--- config.mk ---
export PLATFORM = sky130hd
export DESIGN_NAME = sprite_rom_arbiter
export DESIGN_NICKNAME = d
export VERILOG_FILES = /design/src/rtl/sprite_pkg.sv /design/src/rtl/sprite_rom_arbiter_rr_pick.sv /design/src/rtl/sprite_rom_arbiter.sv
export SDC_FILE = /design/constraint.sdc
export NUM_CORES = 1
export LEC_CHECK = 0
export ABC_AREA = 1
export BUFFER_PORTS_ARGS = -buffer_cell sky130_fd_sc_hd__buf_2
export CORE_MARGIN = 2
export CORE_UTILIZATION = 29
export DETAILED_ROUTE_END_ITERATION = 6
export PLACE_DENSITY_LB_ADDON = 0.12
export SLEW_MARGIN = 0
export SYNTH_ARGS = -nofsm -noshare
export SYNTH_HDL_FRONTEND = slang
export SYNTH_SLANG_ARGS = --single-unit
--- constraint.sdc ---
create_clock -name clk -period 2.4 [get_ports clk]
set_input_delay 0.48 -clock clk [delete_from_list [all_inputs] [get_ports clk]]
set_output_delay 0.48 -clock clk [all_outputs]
set_load 0.01 [all_outputs]
--- src/rtl/sprite_pkg.sv ---
// sprite_pkg: shared sprite constants, read-pipeline tag type and a clog2 helper.
package sprite_pkg;
  localparam int CIDXW = 3;
  localparam int SPR_ADDRW = 10;
  localparam int N_SPRITES = 4;
  localparam int IDW = 3;
  typedef struct packed {
    logic           v;
    logic [IDW-1:0] id;
  } tag_t;
  function automatic int clog2(input int n);
    int r;
    r = 0;
    for (int i = 0; i < 31; i++) if ((1 << i) < n) r = i + 1;
    return r;
  endfunction
endpackage

--- src/rtl/sprite_rom_arbiter_rr_pick.sv ---
// rr_pick: round-robin pick of the first eligible index at or after ptr (rotate, priority-encode, un-rotate).
module rr_pick
  import sprite_pkg::*;
#(
  parameter int N  = 4,
  parameter int PW = clog2(N)
) (
  input  logic [N-1:0]  eligible,
  input  logic [PW-1:0] ptr,
  output logic          found,
  output logic [PW-1:0] w
);
  logic [2*N-1:0] dbl;
  logic [N-1:0]   rot;
  logic [PW-1:0]  idx;
  logic [PW:0]    sum;
  always_comb begin
    dbl = {eligible, eligible};
    rot = N'(dbl >> ptr);
    found = |rot;
    idx = '0;
    for (int j = N - 1; j >= 0; j--) if (rot[j]) idx = PW'(j);
    sum = {1'b0, idx} + {1'b0, ptr};
    w = PW'(sum >= (PW+1)'(N) ? sum - (PW+1)'(N) : sum);
  end
endmodule

--- src/rtl/sprite_rom_arbiter.sv ---
// sprite_rom_arbiter: round-robin sharing of one synchronous sprite ROM between N_REQ engines,
// with fixed-latency per-requester read return and a sticky starvation flag.
module sprite_rom_arbiter
  import sprite_pkg::*;
#(
  parameter int N_REQ    = 4,
  parameter int ADDRW    = SPR_ADDRW,
  parameter int DATAW    = CIDXW,
  parameter int ROM_LAT  = 1,
  parameter int MAX_WAIT = 8
) (
  input  logic                   clk,
  input  logic                   rst,
  input  logic                   line,
  input  logic [N_REQ-1:0]       req,
  input  logic [N_REQ*ADDRW-1:0] addr,
  output logic [N_REQ-1:0]       gnt,
  output logic [N_REQ-1:0]       rd_valid,
  output logic [DATAW-1:0]       rd_data,
  output logic [ADDRW-1:0]       rom_addr,
  input  logic [DATAW-1:0]       rom_data,
  output logic                   overrun
);
  localparam int PW = clog2(N_REQ);
  localparam int CW = clog2(MAX_WAIT + 1);
  logic [N_REQ-1:0] gnt_q, gnt_d, rd_valid_q, rd_valid_d, eligible;
  logic [ADDRW-1:0] rom_addr_q, rom_addr_d;
  logic [DATAW-1:0] hold_q, hold_d;
  logic             overrun_q, overrun_d, found, sat;
  logic [PW-1:0]    ptr_q, ptr_d, w;
  logic [CW-1:0]    wait_q [N_REQ];
  logic [CW-1:0]    wait_d [N_REQ];
  logic [ADDRW-1:0] a [N_REQ];
  tag_t             tag_q [ROM_LAT];
  tag_t             tag_d [ROM_LAT];
  genvar g;
  for (g = 0; g < N_REQ; g++) begin : g_unpack
    assign a[g] = addr[g*ADDRW +: ADDRW];
  end
  // Masking the requester being granted this cycle prevents back-to-back double grants.
  assign eligible = req & ~gnt_q;
  rr_pick #(.N(N_REQ), .PW(PW)) u_pick (
    .eligible (eligible),
    .ptr      (ptr_q),
    .found    (found),
    .w        (w)
  );
  always_comb begin
    gnt_d = found ? N_REQ'(1) << w : '0;
    rom_addr_d = found ? a[w] : rom_addr_q;
    ptr_d = line ? '0 : !found ? ptr_q : w == PW'(N_REQ - 1) ? '0 : w + 1'b1;
    tag_d[0] = '{v: found, id: IDW'(w)};
    for (int i = 1; i < ROM_LAT; i++) tag_d[i] = tag_q[i-1];
    rd_valid_d = N_REQ'(tag_q[ROM_LAT-1].v) << tag_q[ROM_LAT-1].id;
    hold_d = |rd_valid_q ? rom_data : hold_q;
    sat = 1'b0;
    for (int i = 0; i < N_REQ; i++) begin
      wait_d[i] = (!req[i] || gnt_d[i]) ? '0 :
                  (gnt_q[i] || wait_q[i] == CW'(MAX_WAIT)) ? wait_q[i] : wait_q[i] + 1'b1;
      sat = sat | (wait_d[i] == CW'(MAX_WAIT));
    end
    overrun_d = sat | (overrun_q & ~line);
  end
  always_ff @(posedge clk or posedge rst) begin
    if (rst) begin
      gnt_q      <= '0;
      rd_valid_q <= '0;
      rom_addr_q <= '0;
      hold_q     <= '0;
      overrun_q  <= 1'b0;
      ptr_q      <= '0;
      for (int i = 0; i < N_REQ; i++) wait_q[i] <= '0;
      for (int i = 0; i < ROM_LAT; i++) tag_q[i] <= '0;
    end else begin
      gnt_q      <= gnt_d;
      rd_valid_q <= rd_valid_d;
      rom_addr_q <= rom_addr_d;
      hold_q     <= hold_d;
      overrun_q  <= overrun_d;
      ptr_q      <= ptr_d;
      for (int i = 0; i < N_REQ; i++) wait_q[i] <= wait_d[i];
      for (int i = 0; i < ROM_LAT; i++) tag_q[i] <= tag_d[i];
    end
  end
  // The ROM output is only meaningful in the valid cycle; otherwise present the last returned word.
  assign rd_data  = |rd_valid_q ? rom_data : hold_q;
  assign gnt      = gnt_q;
  assign rd_valid = rd_valid_q;
  assign rom_addr = rom_addr_q;
  assign overrun  = overrun_q;
endmodule

==> impl_results.md <==
- Status: finished, final reports clean
- CP delay by family, top: simple AND/OR/NAND/NOR gates
- Most frequent cells in the layout: nand2_1, buf_2, dfrtp_1, nand3_1, inv_1
- RSZ-0062 raised after global routing: yes
- Synth Cell Area: 0.00263 mm^2
- Largest net degree at the start of global routing: 21
- Post-layout min period: 2.34 ns
- Slew Limit Fails: 0
- TritonCTS buffer count: 5
- First-pass GRT wire length: 10600 um
- Worst path cell trace: inv_4 > nand3_2 > nand3_2 > nand2_2 > a21boi_2 > ha_2 > xor2_2 > buf_4 > nand2_4 > nand2_4 > inv_4 > ha_4 > inv_2 > nor2_4 > nor2_2 > nand3b_1 > nand2_1 > nor2_1 > nand3_1
- Total grt overflow: 0
- Die Width: 99.1 um
- Boundary pin count: 72
- Fillers: 911
- Maximum fanout along the worst path: 6
- Post-DP HPWL: 4920 um
- Clk slew on worst S/H paths: 0.08 ns
- Top routing layer used: met4
- Worst setup EP type: flip-flop
- Tcrit/Tclk final: 97.6%
- Commonest non-fill, non-tap cell in the layout: nand2_1
- Final ANT Viol Nets: 0
- Later-pin clock latency in the skew report: 0.29 ns
- P_leak: 1.86 nW
- CTS tree: done
- Layout Area Growth over Synthesis: 31.7%
- Met3 WL: 313 um
- WL/cell: 11.8 um
- #FFs+latches synth: 43
- Antenna violations before repair: 0
- Final Instance Count excl. Fillers: 535
- Worst-margin pin slew: 0.277 ns
- Pwr dens: 1540 mW/mm^2
- Total vias in the final route: 2355
- Yosys cell types: 31
- Async set-reset flop share out of synthesis: 100%
- Gr usage total: 13.2%
- Maximum clock insertion buffer count: 2
- Fmax: 427 MHz
- Max cap viols: 0
- Num rows: 34
- Worst slew margin: 81.4%
- Min-delay worst type: input port to async pin
- Final Skew: 0.00708 ns
- Die area: 0.00983 mm^2
- Syn Nets: 387
- Ys Warns: 0
- CP required: 2.58 ns
- Die height: 99.1 um
- CTS Sinks: 43
- Number of hold violations in the final report: 0
- IO Port Bufs: 71
- # setup viols final: 0
- Total routed wirelength: 6300 um
- DP Area: 0.00329 mm^2
- RR Endpoint: overrun$_DFF_PP0_
- CP Class: flip-flop to flip-flop
- Met2 wire length: 2970 um
- Hold Buf Count CTS: 0
- Startpoint Class: flip-flop
- Antenna Cells: 0
- CORE AREA: 0.00876 mm^2
- Worst reg-to-reg setup slack: 0.06 ns
- Crit-path max cell delay: 0.47 ns
- CTS root buffer: clkbuf_8
- Buf+Inv Stages, Crit Path: 4
- Vias in the first global route: 2325
- WL met1: 2950 um
- Iteration-0 DRC Markers: 30
- Vias per cell: 4.40
- DRC: 0
- Initial cell density of the core: 30.0%
- R2r worst-path depth: 19
- Post-synthesis cell count: 326
- VDD IR-drop max: 0.490 mV
- Post-synth EDFFs: 0
- Worst setup startpoint: ptr_q[0]$_DFFE_PP0P_
- Seq/Total Area, Yosys: 41.0%
- Synthesized area per cell: 8.05 um^2
- Final instance area: 0.00346 mm^2
- Placed cells: 522
- Final Util: 39.4%
- Nets: 487
- GPL Wtd Cong: 0.827
- CTS H-tree depth: 2
- Top_reg_cell synth: dfrtp_1
- Setup tns final: 0 ns
- CP arrival: 2.52 ns
- R2r startpoint: ptr_q[0]$_DFFE_PP0P_
- Worst path slowest cell: dfrtp_2
- Initial DRT Pass Iterations: 6
- Layout cell share with drive strength beyond 1: 39.1%
synth_stat cells (all sizes together) (2+ instances only):
cell     n  area [um^2]
nand2   97          417
nor3     6         30.0
nand3   60          368
buf      4         41.3
mux2     3         33.8
o21ai    5         25.0
clkbuf   4         15.0
inv     49          191
dfrtp   43         1080
a21boi   2         18.8
nand4    3         18.8
xor2    10         87.6
ha      11          138
nand3b   2         15.0
nor2    23          118
metal layers:
metal,track usage (%),up-vias
met2,21.0,46
met3,3.23,7
met1,17.8,1075
met5,0,-
li1,-,1227
met4,4.00,0
worst max-delay path by stage:
stage	endpoint	depth (start not counted)	slack [ns]
floorplan	overrun$_DFF_PP0_	21	-0.04
global placement	overrun$_DFF_PP0_	20	-0.05
detailed placement	overrun$_DFF_PP0_	20	-0.11
CTS	overrun$_DFF_PP0_	19	0.02
global route	overrun$_DFF_PP0_	17	-0.1
finish	overrun$_DFF_PP0_	19	0.06
power by group:
group / leakage [nW] / internal, W / switching, W / total, W
clock: 0.0412 / 0.000204 / 0.000251 / 0.000454
combinational: 1.28 / 0.00150 / 0.00217 / 0.00367
sequential: 0.543 / 0.00104 / 0.000166 / 0.00120
logic make-up (layout without fill, tap and decap cells):
family	after synthesis	count (layout)	share of synthesized area, %
XOR/XNOR	11	11	3.67
AO/OA/AOI/OAI	9	9	2.29
flip-flops	43	43	41.0
AND/OR/NAND/NOR	192	192	37.1
adder cells (fa/ha/maj)	11	11	5.24
buffers and inverters	57	158	9.44
multiplexers	3	3	1.29
layout make-up:
cell class | instances | area [um^2] | share of cell area [%]
inverter | 49 | 198 | 5.72
clock inverter | 2 | 12.5 | 0.362
clock buffer | 6 | 72.6 | 2.10
tap | 108 | 135 | 3.91
timing repair buffer | 100 | 573 | 16.6
multi-input combinational | 226 | 1380 | 39.9
sequential | 43 | 1080 | 31.2
timing repair inverter | 1 | 7.51 | 0.217
flip-flops by register name, summed over array words and instances, names as in the netlist:
name and count:
gnt 4, ptr_q 2, rd_valid 4, wait_q 16, hold_q 3, overrun 1, tag_q 3, rom_addr 10
through the flow:
stage / power (W) / worst slack, ns / hold WS [ns]
after global placement: 0.00478 / -0.0495 / 0.429
after CTS: 0.00529 / 0.0223 / 0.104
after global routing: 0.00591 / -0.0967 / 0.118
final: 0.00532 / 0.0581 / 0.103
after floorplan: 0.00375 / -0.0384 / 0.432
after detailed placement: 0.00480 / -0.110 / 0.430
what timing repair did:
| action | CTS | global route |
|---|---|---|
| gates resized for setup | 5 | 11 |
| cloned | 0 | 1 |
| setup endpoints to repair | 1 | 22 |
| buffers inserted | 1 | 3 |
| pin swaps | 0 | 4 |
(Power assumes the default switching activity.)
